## src/rtl/tlc_pkg.sv

```systemverilog
// Shared types and default timing for the demand-actuated phase scheduler.
// Phase encodings are visible on the phase output, so they are fixed here.
package tlc_pkg;

  typedef enum logic [2:0] {
    ST_NS_G     = 3'd0,
    ST_NS_Y     = 3'd1,
    ST_AR_TO_EW = 3'd2,
    ST_EW_G     = 3'd3,
    ST_EW_Y     = 3'd4,
    ST_AR_TO_NS = 3'd5,
    ST_WALK     = 3'd6
  } state_e;

  typedef enum logic {
    DIR_NS = 1'b0,
    DIR_EW = 1'b1
  } dir_e;

  localparam int DEF_MIN_GREEN = 5;
  localparam int DEF_MAX_GREEN = 15;
  localparam int DEF_YELLOW    = 3;
  localparam int DEF_ALL_RED   = 1;
  localparam int DEF_WALK      = 6;
  localparam int DEF_CW        = 5;

endpackage

```

## src/rtl/tlc_phase_scheduler_if.sv

```systemverilog
// Sensor/request inputs and lamp outputs of the phase scheduler.
// The scheduler uses the slave modport; the environment drives the master side.
interface tlc_phase_scheduler_if;

  logic       tick;
  logic       ns_car;
  logic       ew_car;
  logic       ped_req;
  logic       emerg_ns;
  logic       emerg_ew;
  logic       ns_r;
  logic       ns_y;
  logic       ns_g;
  logic       ew_r;
  logic       ew_y;
  logic       ew_g;
  logic       walk;
  logic       ped_pending;
  logic [2:0] phase;

  modport master (
    output tick, ns_car, ew_car, ped_req, emerg_ns, emerg_ew,
    input  ns_r, ns_y, ns_g, ew_r, ew_y, ew_g, walk, ped_pending, phase
  );

  modport slave (
    input  tick, ns_car, ew_car, ped_req, emerg_ns, emerg_ew,
    output ns_r, ns_y, ns_g, ew_r, ew_y, ew_g, walk, ped_pending, phase
  );

endinterface

```

## src/rtl/tlc_tick_counter.sv

```systemverilog
// Saturating tick counter for phase timing: clear wins over tick, so a tick
// that coincides with a phase change is not counted in the new phase.
module tlc_tick_counter #(
  parameter int CW = 5
) (
  input  logic          clk,
  input  logic          rst_n,
  input  logic          clear,
  input  logic          tick,
  input  logic [CW-1:0] cmp_val,
  output logic [CW-1:0] cnt,
  output logic          at_val
);

  // NOTE: sequential state is updated with non-blocking assignments only.
  always_ff @(posedge clk or negedge rst_n) begin
    if (!rst_n) begin
      cnt <= '0;
    end else if (clear) begin
      cnt <= '0;
    end else if (tick && (cnt != '1)) begin
      cnt <= cnt + 1'b1;
    end
  end

  assign at_val = (cnt == cmp_val);

endmodule

```

## src/rtl/tlc_phase_scheduler.sv

```systemverilog
// Demand-actuated NS/EW phase scheduler with pedestrian walk and emergency
// preemption; lamps are Moore-decoded straight from the state register.
module tlc_phase_scheduler
  import tlc_pkg::*;
#(
  parameter int MIN_GREEN = DEF_MIN_GREEN,
  parameter int MAX_GREEN = DEF_MAX_GREEN,
  parameter int YELLOW    = DEF_YELLOW,
  parameter int ALL_RED   = DEF_ALL_RED,
  parameter int WALK      = DEF_WALK,
  parameter int CW        = DEF_CW
) (
  input logic                  clk,
  input logic                  rst_n,
  tlc_phase_scheduler_if.slave bus
);

  localparam logic [CW-1:0] MIN_M1  = CW'(MIN_GREEN - 1);
  localparam logic [CW-1:0] MAX_M1  = CW'(MAX_GREEN - 1);
  localparam logic [CW-1:0] YEL_M1  = CW'(YELLOW - 1);
  localparam logic [CW-1:0] AR_M1   = CW'(ALL_RED - 1);
  localparam logic [CW-1:0] WALK_M1 = CW'(WALK - 1);

  state_e        state, state_nx;
  dir_e          next_dir, next_dir_nx;
  logic          ped_latch;
  logic [CW-1:0] cnt;
  logic [CW-1:0] cmp_val;
  logic          at_val;
  logic          timed_done;
  logic          ns_demand_exit, ew_demand_exit;
  logic          ns_green_done, ew_green_done;

  tlc_tick_counter #(.CW(CW)) u_cnt (
    .clk     (clk),
    .rst_n   (rst_n),
    .clear   (state_nx != state),
    .tick    (bus.tick),
    .cmp_val (cmp_val),
    .cnt     (cnt),
    .at_val  (at_val)
  );

  // Demand-driven exit: minimum served, someone waiting, and own traffic gone or max reached.
  assign ns_demand_exit = (cnt >= MIN_M1) && (bus.ew_car || ped_latch) &&
                          (!bus.ns_car || (cnt >= MAX_M1));
  assign ew_demand_exit = (cnt >= MIN_M1) && (bus.ns_car || ped_latch) &&
                          (!bus.ew_car || (cnt >= MAX_M1));

  // NS preemption outranks EW preemption: NS green holds, EW green yields.
  assign ns_green_done = !bus.emerg_ns && (bus.emerg_ew || ns_demand_exit);
  assign ew_green_done = bus.emerg_ns || (!bus.emerg_ew && ew_demand_exit);

  assign timed_done = bus.tick && at_val;

  always_ff @(posedge clk or negedge rst_n) begin
    if (!rst_n) begin
      state    <= ST_NS_G;
      next_dir <= DIR_EW;
    end else begin
      state    <= state_nx;
      next_dir <= next_dir_nx;
    end
  end

  // NOTE: every always_comb output gets a default first so no latch is inferred.
  always_comb begin
    state_nx    = state;
    next_dir_nx = next_dir;
    cmp_val     = '0;
    case (state)
      ST_NS_G: if (bus.tick && ns_green_done) state_nx = ST_NS_Y;
      ST_NS_Y: begin
        cmp_val = YEL_M1;
        if (timed_done) state_nx = ST_AR_TO_EW;
      end
      ST_AR_TO_EW: begin
        cmp_val = AR_M1;
        if (timed_done) begin
          next_dir_nx = DIR_EW;
          state_nx    = ped_latch ? ST_WALK : ST_EW_G;
        end
      end
      ST_EW_G: if (bus.tick && ew_green_done) state_nx = ST_EW_Y;
      ST_EW_Y: begin
        cmp_val = YEL_M1;
        if (timed_done) state_nx = ST_AR_TO_NS;
      end
      ST_AR_TO_NS: begin
        cmp_val = AR_M1;
        if (timed_done) begin
          next_dir_nx = DIR_NS;
          state_nx    = ped_latch ? ST_WALK : ST_NS_G;
        end
      end
      ST_WALK: begin
        cmp_val = WALK_M1;
        if (timed_done) state_nx = (next_dir == DIR_EW) ? ST_EW_G : ST_NS_G;
      end
      default: state_nx = ST_AR_TO_NS;
    endcase
  end

  // Request is latched outside WALK and retired when WALK ends.
  always_ff @(posedge clk or negedge rst_n) begin
    if (!rst_n) begin
      ped_latch <= 1'b0;
    end else if (state == ST_WALK) begin
      if (state_nx != ST_WALK) ped_latch <= 1'b0;
    end else if (bus.ped_req) begin
      ped_latch <= 1'b1;
    end
  end

  always_comb begin
    bus.ns_r = 1'b1;
    bus.ns_y = 1'b0;
    bus.ns_g = 1'b0;
    bus.ew_r = 1'b1;
    bus.ew_y = 1'b0;
    bus.ew_g = 1'b0;
    bus.walk = 1'b0;
    case (state)
      ST_NS_G: begin bus.ns_r = 1'b0; bus.ns_g = 1'b1; end
      ST_NS_Y: begin bus.ns_r = 1'b0; bus.ns_y = 1'b1; end
      ST_EW_G: begin bus.ew_r = 1'b0; bus.ew_g = 1'b1; end
      ST_EW_Y: begin bus.ew_r = 1'b0; bus.ew_y = 1'b1; end
      ST_WALK: bus.walk = 1'b1;
      default: ;
    endcase
  end

  assign bus.phase       = state;
  assign bus.ped_pending = ped_latch;

endmodule

```

## src/flat_wrapper.sv

```systemverilog
// flat-port wrapper written by rule: the top's interface ports become plain ports
module tlc_phase_scheduler_flat import tlc_pkg::*;
#(
  parameter int MIN_GREEN = DEF_MIN_GREEN,
  parameter int MAX_GREEN = DEF_MAX_GREEN,
  parameter int YELLOW    = DEF_YELLOW,
  parameter int ALL_RED   = DEF_ALL_RED,
  parameter int WALK      = DEF_WALK,
  parameter int CW        = DEF_CW
)
  (clk, rst_n, bus_tick, bus_ns_car, bus_ew_car, bus_ped_req, bus_emerg_ns, bus_emerg_ew, bus_ns_r, bus_ns_y, bus_ns_g, bus_ew_r, bus_ew_y, bus_ew_g, bus_walk, bus_ped_pending, bus_phase);
  tlc_phase_scheduler_if bus_i ();
  input logic clk;
  input logic rst_n;
  input wire logic [$bits(bus_i.tick)-1:0] bus_tick;
  input wire logic [$bits(bus_i.ns_car)-1:0] bus_ns_car;
  input wire logic [$bits(bus_i.ew_car)-1:0] bus_ew_car;
  input wire logic [$bits(bus_i.ped_req)-1:0] bus_ped_req;
  input wire logic [$bits(bus_i.emerg_ns)-1:0] bus_emerg_ns;
  input wire logic [$bits(bus_i.emerg_ew)-1:0] bus_emerg_ew;
  output wire logic [$bits(bus_i.ns_r)-1:0] bus_ns_r;
  output wire logic [$bits(bus_i.ns_y)-1:0] bus_ns_y;
  output wire logic [$bits(bus_i.ns_g)-1:0] bus_ns_g;
  output wire logic [$bits(bus_i.ew_r)-1:0] bus_ew_r;
  output wire logic [$bits(bus_i.ew_y)-1:0] bus_ew_y;
  output wire logic [$bits(bus_i.ew_g)-1:0] bus_ew_g;
  output wire logic [$bits(bus_i.walk)-1:0] bus_walk;
  output wire logic [$bits(bus_i.ped_pending)-1:0] bus_ped_pending;
  output wire logic [$bits(bus_i.phase)-1:0] bus_phase;
  assign bus_i.tick = bus_tick;
  assign bus_i.ns_car = bus_ns_car;
  assign bus_i.ew_car = bus_ew_car;
  assign bus_i.ped_req = bus_ped_req;
  assign bus_i.emerg_ns = bus_emerg_ns;
  assign bus_i.emerg_ew = bus_emerg_ew;
  assign bus_ns_r = bus_i.ns_r;
  assign bus_ns_y = bus_i.ns_y;
  assign bus_ns_g = bus_i.ns_g;
  assign bus_ew_r = bus_i.ew_r;
  assign bus_ew_y = bus_i.ew_y;
  assign bus_ew_g = bus_i.ew_g;
  assign bus_walk = bus_i.walk;
  assign bus_ped_pending = bus_i.ped_pending;
  assign bus_phase = bus_i.phase;
  tlc_phase_scheduler #(.MIN_GREEN(MIN_GREEN), .MAX_GREEN(MAX_GREEN), .YELLOW(YELLOW), .ALL_RED(ALL_RED), .WALK(WALK), .CW(CW)) u_core (.clk(clk), .rst_n(rst_n), .bus(bus_i));
endmodule
```

## config.mk

```make
export PLATFORM = sky130hd
export DESIGN_NAME = tlc_phase_scheduler_flat
export DESIGN_NICKNAME = d
export VERILOG_FILES = /design/src/rtl/tlc_pkg.sv /design/src/rtl/tlc_phase_scheduler_if.sv /design/src/rtl/tlc_tick_counter.sv /design/src/rtl/tlc_phase_scheduler.sv /design/src/flat_wrapper.sv
export SDC_FILE = /design/constraint.sdc
export NUM_CORES = 1
export LEC_CHECK = 0
export ABC_CLOCK_PERIOD_IN_PS = 6950
export CAP_MARGIN = 15
export CORE_ASPECT_RATIO = 1.2
export CORE_UTILIZATION = 50
export CTS_BUF_LIST = sky130_fd_sc_hd__clkbuf_4
export DETAILED_ROUTE_END_ITERATION = 7
export PLACE_DENSITY = 0.79
export SYNTH_ARGS = -nofsm -noshare
export SYNTH_HDL_FRONTEND = slang
export SYNTH_HIERARCHICAL = 1
export SYNTH_SLANG_ARGS = --single-unit
export TNS_END_PERCENT = 30
```

## constraint.sdc

```tcl
create_clock -name clk -period 6.95 [get_ports clk]
set_input_delay 1.0425 -clock clk [delete_from_list [all_inputs] [get_ports clk]]
set_output_delay 1.0425 -clock clk [all_outputs]
set_load 0.03 [all_outputs]
```

* Word level (Yosys, flattened, before mapping) *
Cells that the tools add are included.

storage, ports and cells
  flip-flop bits (word level) = 10
  latch bits = 0
  RAM bits = 0
  bits in read-only memories = 0
  word-level logic and storage cells = 76
  memories = 0

cells by class
  add/sub/neg operators = 1
  multiply operators = 0
  div/mod/pow operators = 0
  order comparisons = 2
  eq/ne operators = 13
  shift operators = 0
  mux-type cells = 27
  bitwise operators = 0
  reduce and logical (&&, ||, !) cells = 29

operator list
  cell                   number
  $mux W3                9
  $pmux W3 S7            1
  $mux W1                12
  $logic_and A1 B1 Y1    10
  $mux W5                2
  $eq A3 B3 Y1 const B   3
  $eq A3 B2 Y1 const B   2
  $logic_or A1 B1 Y1     6
  $pmux W3 S2            1
  $reduce_bool A2 Y1     3
  $reduce_or A2 Y1       3
  $add A5 B1 Y5 const B  1
  $eq A5 B5 Y1           1
  $ge A5 B3 Y1 const B   1
  $ge A5 B4 Y1 const B   1
  $ne A5 B5 Y1 const B   1
  $logic_not A1 Y1       4
  $ne A2 B1 Y1 const B   2
  $eq A3 B1 Y1 const B   1
  $logic_not A3 Y1       1
  $ne A3 B3 Y1           1
  $ne A3 B3 Y1 const B   1
  $reduce_and A3 Y1      1
  $mux W2                1
  other kinds (3)        3

* Longest topological paths before layout *
Gate-level depths: netlist (run 1).

  depth after elaboration = 11
  mapped depth = 14
  depth with buffers taken out = 12

* Hierarchy *
The synthesis (run 1) kept the hierarchy.

by module, submodules not included
  module               times used  cells an instance  area an instance (um^2)  sequential area each (um^2)
  tlc_phase_scheduler  1           70                 531.8                    126.4
  tlc_tick_counter     1           32                 311.5                    125.1

* Worst setup path before layout (run 1) *
OpenSTA, ideal clock, no wires.

  kind = register to register
  start = register u_core.state[2], in the netlist u_core/bus.phase[2]
  end = register u_core.u_cnt.cnt[0]
  data arrival time = 3267 ps
  required time = 6815 ps
  setup slack = 3548 ps
  stages on the path, launching flop included = 12
  buffers on the path = 1
  clock period less this slack = 3402 ps
  path through = dfrtp_1 -> buf_4 -> nor3b_1 -> or2_1 -> xnor2_1 -> nand3_1 -> nor3_1 -> nand2_1 -> and3_2 -> o41a_1 -> o221ai_1 -> nor2_1

on the way
  longest elaborated chain between the ends = 9

RTL lines
  item                                           line                       text
  start, declared                                tlc_phase_scheduler.sv:24  state_e state, state_nx;
  start signal, assigned                         tlc_phase_scheduler.sv:61  state <= state_nx;
  $eq A3 B1 Y1 or $eq A3 B3 Y1 (tied branches)   tlc_phase_scheduler.sv:71  case (state)
  $reduce_or A2 Y1 (no line)                     -
  $pmux W3 S2 (*)                                tlc_phase_scheduler.sv:71
  net u_core.cmp_val[1]                          tlc_phase_scheduler.sv:28  logic [CW-1:0] cmp_val;
  $eq A5 B5 Y1 (*)                               tlc_tick_counter.sv:26     assign at_val = (cnt == cmp_val);
  net u_core.at_val                              tlc_phase_scheduler.sv:29  logic at_val;
  $logic_and A1 B1 Y1 (*)                        tlc_phase_scheduler.sv:54  assign timed_done = bus.tick && at_val;
  $mux W3 (on tied branches)                     -
  $pmux W3 S7 (*)                                tlc_phase_scheduler.sv:71
  $ne A3 B3 Y1 (*)                               tlc_phase_scheduler.sv:37  .clear (state_nx != state),
  $mux W5 or $reduce_bool A2 Y1 (tied branches)  -
  end signal, assigned                           tlc_tick_counter.sv:22     cnt <= cnt + 1'b1;
  end, declared                                  tlc_tick_counter.sv:11     output logic [CW-1:0] cnt,

The timed path passes the listed nets; every way through them passes the cells marked *.
A chain may end at the register's enable or synchronous reset.

* Worst setup path after layout (run 1) *
  start = register u_core.state[1], in the netlist u_core/bus.phase[1]
  end = output bus_walk

on the way
  longest elaborated chain between the ends = 2

RTL lines
  item           line                        text
  $eq A3 B3 Y1   tlc_phase_scheduler.sv:123  case (state)
  $mux W1        tlc_phase_scheduler.sv:123
  end, declared  flat_wrapper.sv:27          output wire logic [$bits(bus_i.walk)-1:0] bus_walk;

Every way passes these cells.

==> metrics.txt, run 1 <==
RSZ-0062 raised after global routing=no; layout cells sized above 1=10.0%; Cells after Synth=102; Setup violations, final=0; max cap viols=0; cell taking the most area after synthesis=dfrtp_1; HPWL after DPL=1420 um; clock buffer count from CTS=3; synthesized flop and latch total=10; largest net degree at the start of global routing=20; async set-reset flop share out of synthesis=100%; first-pass GRT wire length=3170 um; minimum clock period=between 3000 and 4000 ps; worst skew pair latency=260 ps; Hold WS=roughly 560 ps; Setup CP Type=register to primary output; Mapped Avg Cell Area=between 8 and 9 um^2; antenna-violating nets left=0; Pwr Total=0.398 mW; Max Clk Rate=293 MHz; core area=1500 um^2; Non-Filler Instances=137; htree depth=1; final hold violations=0; Overflow after GRT=0; Setup crit end kind=primary output; Final Slew Violations=0; DRT iter0 DRCs=24; flop2flop setup slack=3760 ps; FILL cells=136; period utilization=between 40% and 50%; Placed Instances=133; clock sink count=10; DRC=0; CP max-delay cell=clkdlybuf4s50_1; Ys Warns=6; total wire length=around 1800 um; vias in the first global route=around 700; antenna cells=0; die area=1860 um^2; clock root buffer=clkbuf_4; Data required, critical path=5910 ps; Starting Density=a little under three fifths; initial antenna violation count=0; postcts setup bufs=0; I/O Buffers=18; CP cell instances=inv_1 > nor3b_1 > clkdlybuf4s50_1; measured slew at the worst slew-check pin=584 ps; Final nets=~130; top cells by area, synth=dfrtp_1 (27%), nor2_1 (4.9%), a21oi_1 (4.7%), xnor2_1 (4.2%), nand2_1 (3.6%); Die Y=47.0 um; num rows=15; post-synth top area share=26.7%; Area Growth Syn to Fin=22.1%; status=completed; io pins=19; via count=784; worst hold path type=register to register; final core utilization=68.6%; slew margin rel.=61.1%; Vias per Instance=approximately 5.7; Worst-path clk slew=70 ps; synth cell count leaders=nor2_1 (11), dfrtp_1 (9), a21oi_1 (8), nand2_1 (8); Static Leak=0.412 nW; Critical path buffers and inverters=2; Top FF cell, synth=dfrtp_1; Seq/Total Area, Yosys=about 30%; mapped cell area=around 840 um^2; crit path DAT=2370 ps; number of synthesized flops with an enable pin=0; type of origin of the critical path=register; Max clock buf depth=2; Detailed Routing Iterations Pass 1=5; most numerous cell in the Yosys netlist=nor2_1; TNS Setup=0 ps; TritonCTS clock tree=yes; Die W=39.5 um; crit-path max FO=12; Routed WL per cell=13.5 um; Layout Skew=2.96 ps; # resized after CTS=0; Synth cell types=39; PwrDens=387 nW/um^2; aggregate global-route resource usage=about a quarter; Max rail drop VDD=210 uV; global placer's final weighted congestion=~0.8; cell family with most CP delay=buffers and inverters; CTS Hold Buffers Added=0; highest cell delay on the worst timing path=780 ps
==> metrics by stage <==
stage	setup WS, ps	area (um^2)
floorplan	3550	847
global placement	3810	1000
detailed placement	3740	1000
CTS	3510	1030
global route	3400	1030
finish	3540	1030
==> worst register-to-register path, stage by stage (launching register included) <==
cell and delay (ps):
dfrtp_1 570, inv_1 210, nor3b_1 540, xor2_1 130, nor3_1 250, and2_1 330, a21oi_1 120, nor3b_1 280
nor4_1 110, o221ai_1 420, a21oi_1 90
==> logic make-up after synthesis <==
logic type                 count (synthesis)  synth area share (%)
muxes                                      1                  1.19
other                                      1                 0.445
DFF                                       10                  29.8
AOI/OAI and AO/OA                         25                  19.4
and+or+nand+nor                           46                  31.3
xor gates and xnor gates                   7                  7.27
adders and majority gates                  2                  2.97
buffers and inverters                     10                  7.57
==> path summary, 6_finish.rpt <==
kind,endpoint,from,cells after the start
worst max register to register,u_core/u_cnt/cnt[3],u_core/bus.phase[1],10
min in group asynchronous,u_core/bus.phase[1],rst_n,1
worst max-delay path,bus_walk,u_core/bus.phase[1],3
max in group asynchronous,u_core/next_dir,rst_n,1
worst min-delay path,u_core/next_dir,u_core/next_dir,2
worst min register to register,u_core/next_dir,u_core/next_dir,2
==> area by class of cell <==
| cell class | instances | area (um^2) | area share, % |
|---|---|---|---|
| well taps | 17 | 21.3 | 2.07 |
| flip-flops and latches | 10 | 251 | 24.4 |
| multi-input cells | 83 | 532 | 51.6 |
| clock buffers | 3 | 22.5 | 2.19 |
| clock inverters | 1 | 3.75 | 0.365 |
| repair buffers | 18 | 180 | 17.5 |
| inverters | 5 | 18.8 | 1.82 |
==> sequential cells by signal, summed over array words and instances, names as in the netlist <==
register	flops
u_core/bus.ped_pending	1
u_core/bus.phase	3
u_core/next_dir	1
u_core/u_cnt/cnt	5
==> power by group <==
part           internal, mW  switching [mW]
Clock                0.0207          0.0201
Combinational         0.109           0.133
Sequential           0.0730          0.0426
==> layout by cell type (no fill, tap or decap), types with 3 or more instances in the layout <==
cell | netlist | final
nand2_1 | 8 | 8
xor2_1 | 3 | 3
nand3_1 | 4 | 4
o21ai_1 | 3 | 3
nor3_1 | 3 | 3
nor2_1 | 11 | 11
inv_1 | 4 | 4
clkdlybuf4s50_1 | 0 | 18
clkbuf_4 | 0 | 3
o21ai_0 | 3 | 3
xnor2_1 | 4 | 4
dfrtp_1 | 9 | 9
nor3b_1 | 3 | 3
a21oi_1 | 8 | 8
==> metal layers <==
metal	GRT usage, %	vias to the layer above	wire, um
li1	-	398	-
met1	31.6	361	813
met2	41.6	25	966
met3	4.27	0	66
met4	8.28	0	0
met5	0	-	0
(Power assumes the default switching activity.)
==> run 2, diff against run 1 <==
--- a/config.mk
+++ b/config.mk
@@ -5,13 +5,13 @@
 export SDC_FILE = /design/constraint.sdc
 export NUM_CORES = 1
 export LEC_CHECK = 0
-export ABC_CLOCK_PERIOD_IN_PS = 6950
+export ABC_CLOCK_PERIOD_IN_PS = 3100
 export CAP_MARGIN = 15
 export CORE_ASPECT_RATIO = 1.2
-export CORE_UTILIZATION = 50
+export CORE_UTILIZATION = 46
 export CTS_BUF_LIST = sky130_fd_sc_hd__clkbuf_4
 export DETAILED_ROUTE_END_ITERATION = 7
-export PLACE_DENSITY = 0.79
+export PLACE_DENSITY = 0.77
 export SYNTH_ARGS = -nofsm -noshare
 export SYNTH_HDL_FRONTEND = slang
 export SYNTH_HIERARCHICAL = 1
==> constraint.sdc (replaced) <==
create_clock -name clk -period 3.1 [get_ports clk]
set_input_delay 0.465 -clock clk [delete_from_list [all_inputs] [get_ports clk]]
set_output_delay 0.465 -clock clk [all_outputs]
set_load 0.03 [all_outputs]
==> run 2 against run 1 <==
Global-route usage fell by 2.9 points. Clock skew rose by 5.7 ps. Critical endpoint is now u_core/u_cnt/cnt[0]. Routed wire length rose by 1.6%. Total power rose by 130%. Register-to-register slack got worse by 3400 ps. Flip-flop and latch count did not move. First-iteration DRC count rose by 63%. Non-clock buffer count rose by 3. Die area rose by 8.3%. Clock-buffer cell count rose by 1. Largest cell class unchanged. Clock power rose by 140%.
==> metrics.txt, run 2 (synthesis gave the netlist of run 1 again) <==
final hold violations=0 (unchanged); core area=1680 um^2 (+12%); Data required, critical path=3230 ps (-2680 ps); antenna-violating nets left=0 (unchanged); clock buffer count from CTS=3 (unchanged); PwrDens=867 nW/um^2 (+120%); Overflow after GRT=0 (unchanged); Setup violations, final=0 (unchanged); Area Growth Syn to Fin=26.9%; TNS Setup=0 ps (unchanged); io pins=19 (unchanged); TritonCTS clock tree=yes; Max Clk Rate=360 MHz; CTS Hold Buffers Added=0 (unchanged); vias in the first global route=715 (+2.9%); commonest non-fill, non-tap cell in the layout=clkdlybuf4s50_1; Max rail drop VDD=489 uV (+130%); period utilization=89.6%; htree depth=1 (unchanged); placed cell area=1040 um^2 (+3.4%); Layout Skew=8.68 ps (+5.72 ps); Detailed Routing Iterations Pass 1=4 (-1); max cap viols=0 (unchanged); worst hold path type=input port to async pin; worst skew pair latency=260 ps (about the same); total wire length=1870 um (+1.6%); Pwr Total=0.928 mW (+130%); Max clock buf depth=2 (unchanged); Die Y=48.9 um (+4.1%); global placer's final weighted congestion=0.807 (+0.51%); largest net degree at the start of global routing=15 (-25%); crit path DAT=2910 ps (+540 ps); Setup crit end kind=register; Die W=41.1 um (+4.0%); layout cells sized above 1=16.3% (+6.3 points); clock root buffer=clkbuf_4; Final Slew Violations=0 (unchanged); via count=838 (+6.9%); HPWL after DPL=1460 um (+3.0%); flop2flop setup slack=320 ps (-3440 ps); postcts setup bufs=0 (unchanged); antenna cells=0 (unchanged); RSZ-0062 raised after global routing=no; Routed WL per cell=13.3 um (-1.3%); # resized after CTS=0 (unchanged); DRC=0 (unchanged); status=completed; most frequent cells in the layout=clkdlybuf4s50_1 (18), nor2_1 (11), nand2_1 (8), a21oi_1 (8), dfrtp_1 (7); crit path from=u_core/bus.phase[0]; DRT iter0 DRCs=39 (+63%); Static Leak=0.431 nW (+4.6%); Vias per Instance=5.94 (+3.9%); initial antenna violation count=0 (unchanged); Worst-path clk slew=70 ps (about the same); Setup CP Type=register to register; die area=2010 um^2 (+8.3%); first-pass GRT wire length=3060 um (-3.5%); clock sink count=10 (unchanged); type of origin of the critical path=register; RR Startpoint=u_core/bus.phase[0]; reg2reg path depth=10 (unchanged); aggregate global-route resource usage=21.9% (-2.9 points); crit-path max FO=11 (-1); I/O Buffers=18 (unchanged); num rows=16 (+1); minimum clock period=2780 ps; Starting Density=50.1% (-6.0 points); R2R Path End=u_core/u_cnt/cnt[0]; Final nets=134 (+2.3%); max reg flops=5 (unchanged); Most flops, register=u_core/u_cnt/cnt; finished layout cell area=1070 um^2 (+3.9%)
-- run 2: changes by cell type in the layout (fill, tap and decap cells not counted), sizes merged --
cell | before | now
buf | 0 | 3
clkbuf | 3 | 4
clkinv | 1 | 0
-- run 2: how the worst max path moves through the flow --
| stage | slack, ps | cells after the start | endpoint |
|---|---|---|---|
| final | 320 | 10 | u_core/u_cnt/cnt[0] |
| after global placement | 320 | 11 | u_core/u_cnt/cnt[0] |
| after CTS | 240 | 11 | u_core/u_cnt/cnt[0] |
| after floorplan | 60 | 11 | u_core/u_cnt/cnt[0] |
| after global routing | 100 | 10 | u_core/u_cnt/cnt[0] |
| after detailed placement | 260 | 11 | u_core/u_cnt/cnt[0] |
-- run 2: layer usage --
metal  global-route usage [%]  routed length [um]  vias to the layer above
li1                         -                   -                      409
met1                     31.6                 871                      392
met2                     31.3                 880                       33
met3                     4.57                  91                        4
met4                     8.33                  31                        0
met5                        0                   0                        -
-- run 2: worst max-delay path, cell delays in order, from the launching register on --
cell and delay [ps]:
dfrtp_1 520, and2_1 220, or2_1 220, xnor2_1 150
nand3_1 80, nor3_1 240, nand2_1 130, and3_2 240
o41a_1 390, o221ai_1 370, nor2_1 100
-- run 2: stage by stage --
step / std cells / hold WS (ps) / worst slack [ps] / utilization, %
finish: 141 / 507 / 321 / 63.6
global placement: 137 / 541 / 321 / 61.7
global route: 141 / 555 / 100 / 63.6
CTS: 141 / 515 / 239 / 63.5
detailed placement: 137 / 539 / 259 / 61.7
floorplan: 103 / 169 / 63.5 / -
-- run 2: cell type report --
class,instances,area (um^2)
fillers,151,612
multi-input cells,83,542
flip-flops and latches,10,254
repair buffers,21,203
clock buffers,4,30.0
well taps,18,22.5
inverters,5,18.8
-- run 2: power breakdown --
part,total [mW],switching [mW],internal [mW],leakage [nW]
Combinational,0.574,0.311,0.263,0.290
Sequential,0.254,0.0878,0.167,0.123
Clock,0.0990,0.0407,0.0583,0.0184
Total,0.928,0.439,0.488,0.431
==> run 3, diff against run 2 <==
--- a/config.mk
+++ b/config.mk
@@ -8,10 +8,9 @@
 export ABC_CLOCK_PERIOD_IN_PS = 3100
 export CAP_MARGIN = 15
 export CORE_ASPECT_RATIO = 1.2
-export CORE_UTILIZATION = 46
+export CORE_UTILIZATION = 30
 export CTS_BUF_LIST = sky130_fd_sc_hd__clkbuf_4
 export DETAILED_ROUTE_END_ITERATION = 7
-export PLACE_DENSITY = 0.77
 export SYNTH_ARGS = -nofsm -noshare
 export SYNTH_HDL_FRONTEND = slang
 export SYNTH_HIERARCHICAL = 1
==> run 3 against run 2 <==
Sequential power is 5% lower. Register-to-register slack worse by 110 ps. Clock skew is 5.7 ps lower. Hold slack worse by 7.1 ps. Via count down 1.4%. Total power down 0.87%. Flip-flop and latch count is the same. Sequential share of layout area is 0.67 points lower. Critical path type unchanged. Critical endpoint unchanged. Highest routed layer unchanged.
==> metrics.txt, run 3 (synthesis gave the netlist of run 1 again) <==
TritonCTS clock tree=yes; Die W=50.4 um (+23%); largest net degree at the start of global routing=16 (+1); total wire length=2030 um (+8.1%); postcts setup bufs=0 (unchanged); RSZ-0062 raised after global routing=no; Pwr Total=0.920 mW (-0.87%); Layout Skew=3.00 ps (-5.67 ps); flop2flop setup slack=210 ps (-110 ps); final core utilization=41.9% (-22 points); crit path from=u_core/bus.phase[1]; minimum clock period=2890 ps (+107 ps); clock sink count=10 (unchanged); highest cell delay on the worst timing path=560 ps (+40 ps); worst hold path type=input port to async pin; clock root buffer=clkbuf_4; TNS Setup=0 ps (unchanged); Vias per Instance=5.26 (-11%); final hold violations=0 (unchanged); vias in the first global route=761 (+6.4%); Max clock buf depth=2 (unchanged); crit path DAT=3020 ps (+110 ps); DRT iter0 DRCs=24 (-38%); Setup CP Type=register to register; I/O Buffers=18 (unchanged); layout cells sized above 1=14.5% (-1.7 points); CTS Hold Buffers Added=0 (unchanged); Max rail drop VDD=551 uV (+13%); period utilization=93.1% (+3.4 points); antenna cells=0 (unchanged); most frequent CP cell=nor2_1; PwrDens=844 nW/um^2 (-2.7%); aggregate global-route resource usage=14.6% (-7.2 points); FF/Latch Area=251 um^2 (-0.99%); Hold WS=500 ps (-7.05 ps); Starting Density=32.4% (-18 points); Routed WL per cell=12.9 um (-3.0%); commonest non-fill, non-tap cell in the layout=clkdlybuf4s50_1; CP cell instances=nor2_1 > and2_1 > or2_1 > xnor2_1 > nand3_1 > nor3_1 > nand2_1 > and3_2 > o41a_1 > o221ai_1 > nor2_1; Most flops, register=u_core/u_cnt/cnt; finished layout cell area=1090 um^2 (+1.9%); via count=826 (-1.4%); Final Slew Violations=0 (unchanged); htree depth=1 (unchanged); num rows=20 (+4); type of origin of the critical path=register; RR Startpoint=u_core/bus.phase[1]; CP max-delay cell=dfrtp_1; initial antenna violation count=0 (unchanged); Critical Path End=u_core/u_cnt/cnt[0]; Setup crit end kind=register; Final nets=135 (+0.75%); worst skew pair latency=260 ps (about the same); crit-path max FO=12 (+1); placed cell area=1060 um^2 (+2.5%); Area Growth Syn to Fin=29.2%; global placer's final weighted congestion=0.850 (+5.3%); reg2reg path depth=11 (+1); DRC=0 (unchanged); Setup violations, final=0 (unchanged); clock buffer count from CTS=3 (unchanged); most frequent cells in the layout=clkdlybuf4s50_1 (18), nor2_1 (11), dfrtp_1 (9), nand2_1 (8), a21oi_1 (8); Die Y=60.1 um (+23%); Data required, critical path=3230 ps (about the same); HPWL after DPL=1560 um (+7.1%); R2R Path End=u_core/u_cnt/cnt[0]; max cap viols=0 (unchanged); io pins=19 (unchanged); area of the multi-input gates=542 um^2 (unchanged); Static Leak=0.436 nW (+1.2%); Overflow after GRT=0 (unchanged); status=completed; die area=3030 um^2 (+51%); first-pass GRT wire length=3310 um (+8.1%); antenna-violating nets left=0 (unchanged); Worst-path clk slew=60 ps (about the same); Max Clk Rate=347 MHz (-3.7%); max reg flops=5 (unchanged); # resized after CTS=0 (unchanged); FILL cells=267 (+77%); core area=2600 um^2 (+55%); Detailed Routing Iterations Pass 1=4 (unchanged)
==> run 3: changes by cell type in the layout (fill, tap and decap cells not counted) <==
cell	change
buf_4	+1
clkbuf_4	-1
clkinv_1	+1
dfrtp_1	+2
dfrtp_2	-2
==> run 3: power by group <==
part / switching [mW] / internal (mW)
Clock: 0.0430 / 0.0465
Combinational: 0.323 / 0.265
Sequential: 0.0780 / 0.164
Total: 0.444 / 0.476
==> run 3: layout make-up <==
cell class / instances / area share [%]
multi-input combinational: 83 / 49.7
timing repair buffer: 22 / 19.3
clock buffer: 3 / 2.07
clock inverter: 1 / 0.344
tap: 33 / 3.79
inverter: 5 / 1.72
sequential: 10 / 23.1
==> run 3: worst min path at each step <==
stage                                   endpoint  slack (ps)
final                        u_core/bus.phase[0]         500
after global routing         u_core/bus.phase[0]         520
after floorplan           u_core/bus.ped_pending         170
after CTS                    u_core/bus.phase[0]         500
after global placement           u_core/next_dir         540
after detailed placement         u_core/next_dir         540
==> run 3: metal layers <==
layer  up-vias  global-route usage [%]  part of all wire [%]
li1        409                       -                     -
met1       389                    18.5                    46
met2        22                    23.4                    48
met3         6                    1.02                   4.1
met4         0                    10.7                   2.2
met5         -                       0                     0
==> run 3: worst max-delay path: cells and delay by family, from the launching register on <==
family           cells  cell delay (ps)
AND/OR/NAND/NOR      8             1300
AO/OA/AOI/OAI        2              750
XOR/XNOR             1              150
flip-flops           1              560
==> run 3: per-stage QoR <==
| step | cells | setup WS (ps) |
|---|---|---|
| finish | 157 | 214 |
| global route | 157 | 20.4 |
| CTS | 157 | 234 |
| detailed placement | 153 | 260 |
| global placement | 153 | 322 |
| floorplan | 103 | 63.5 |
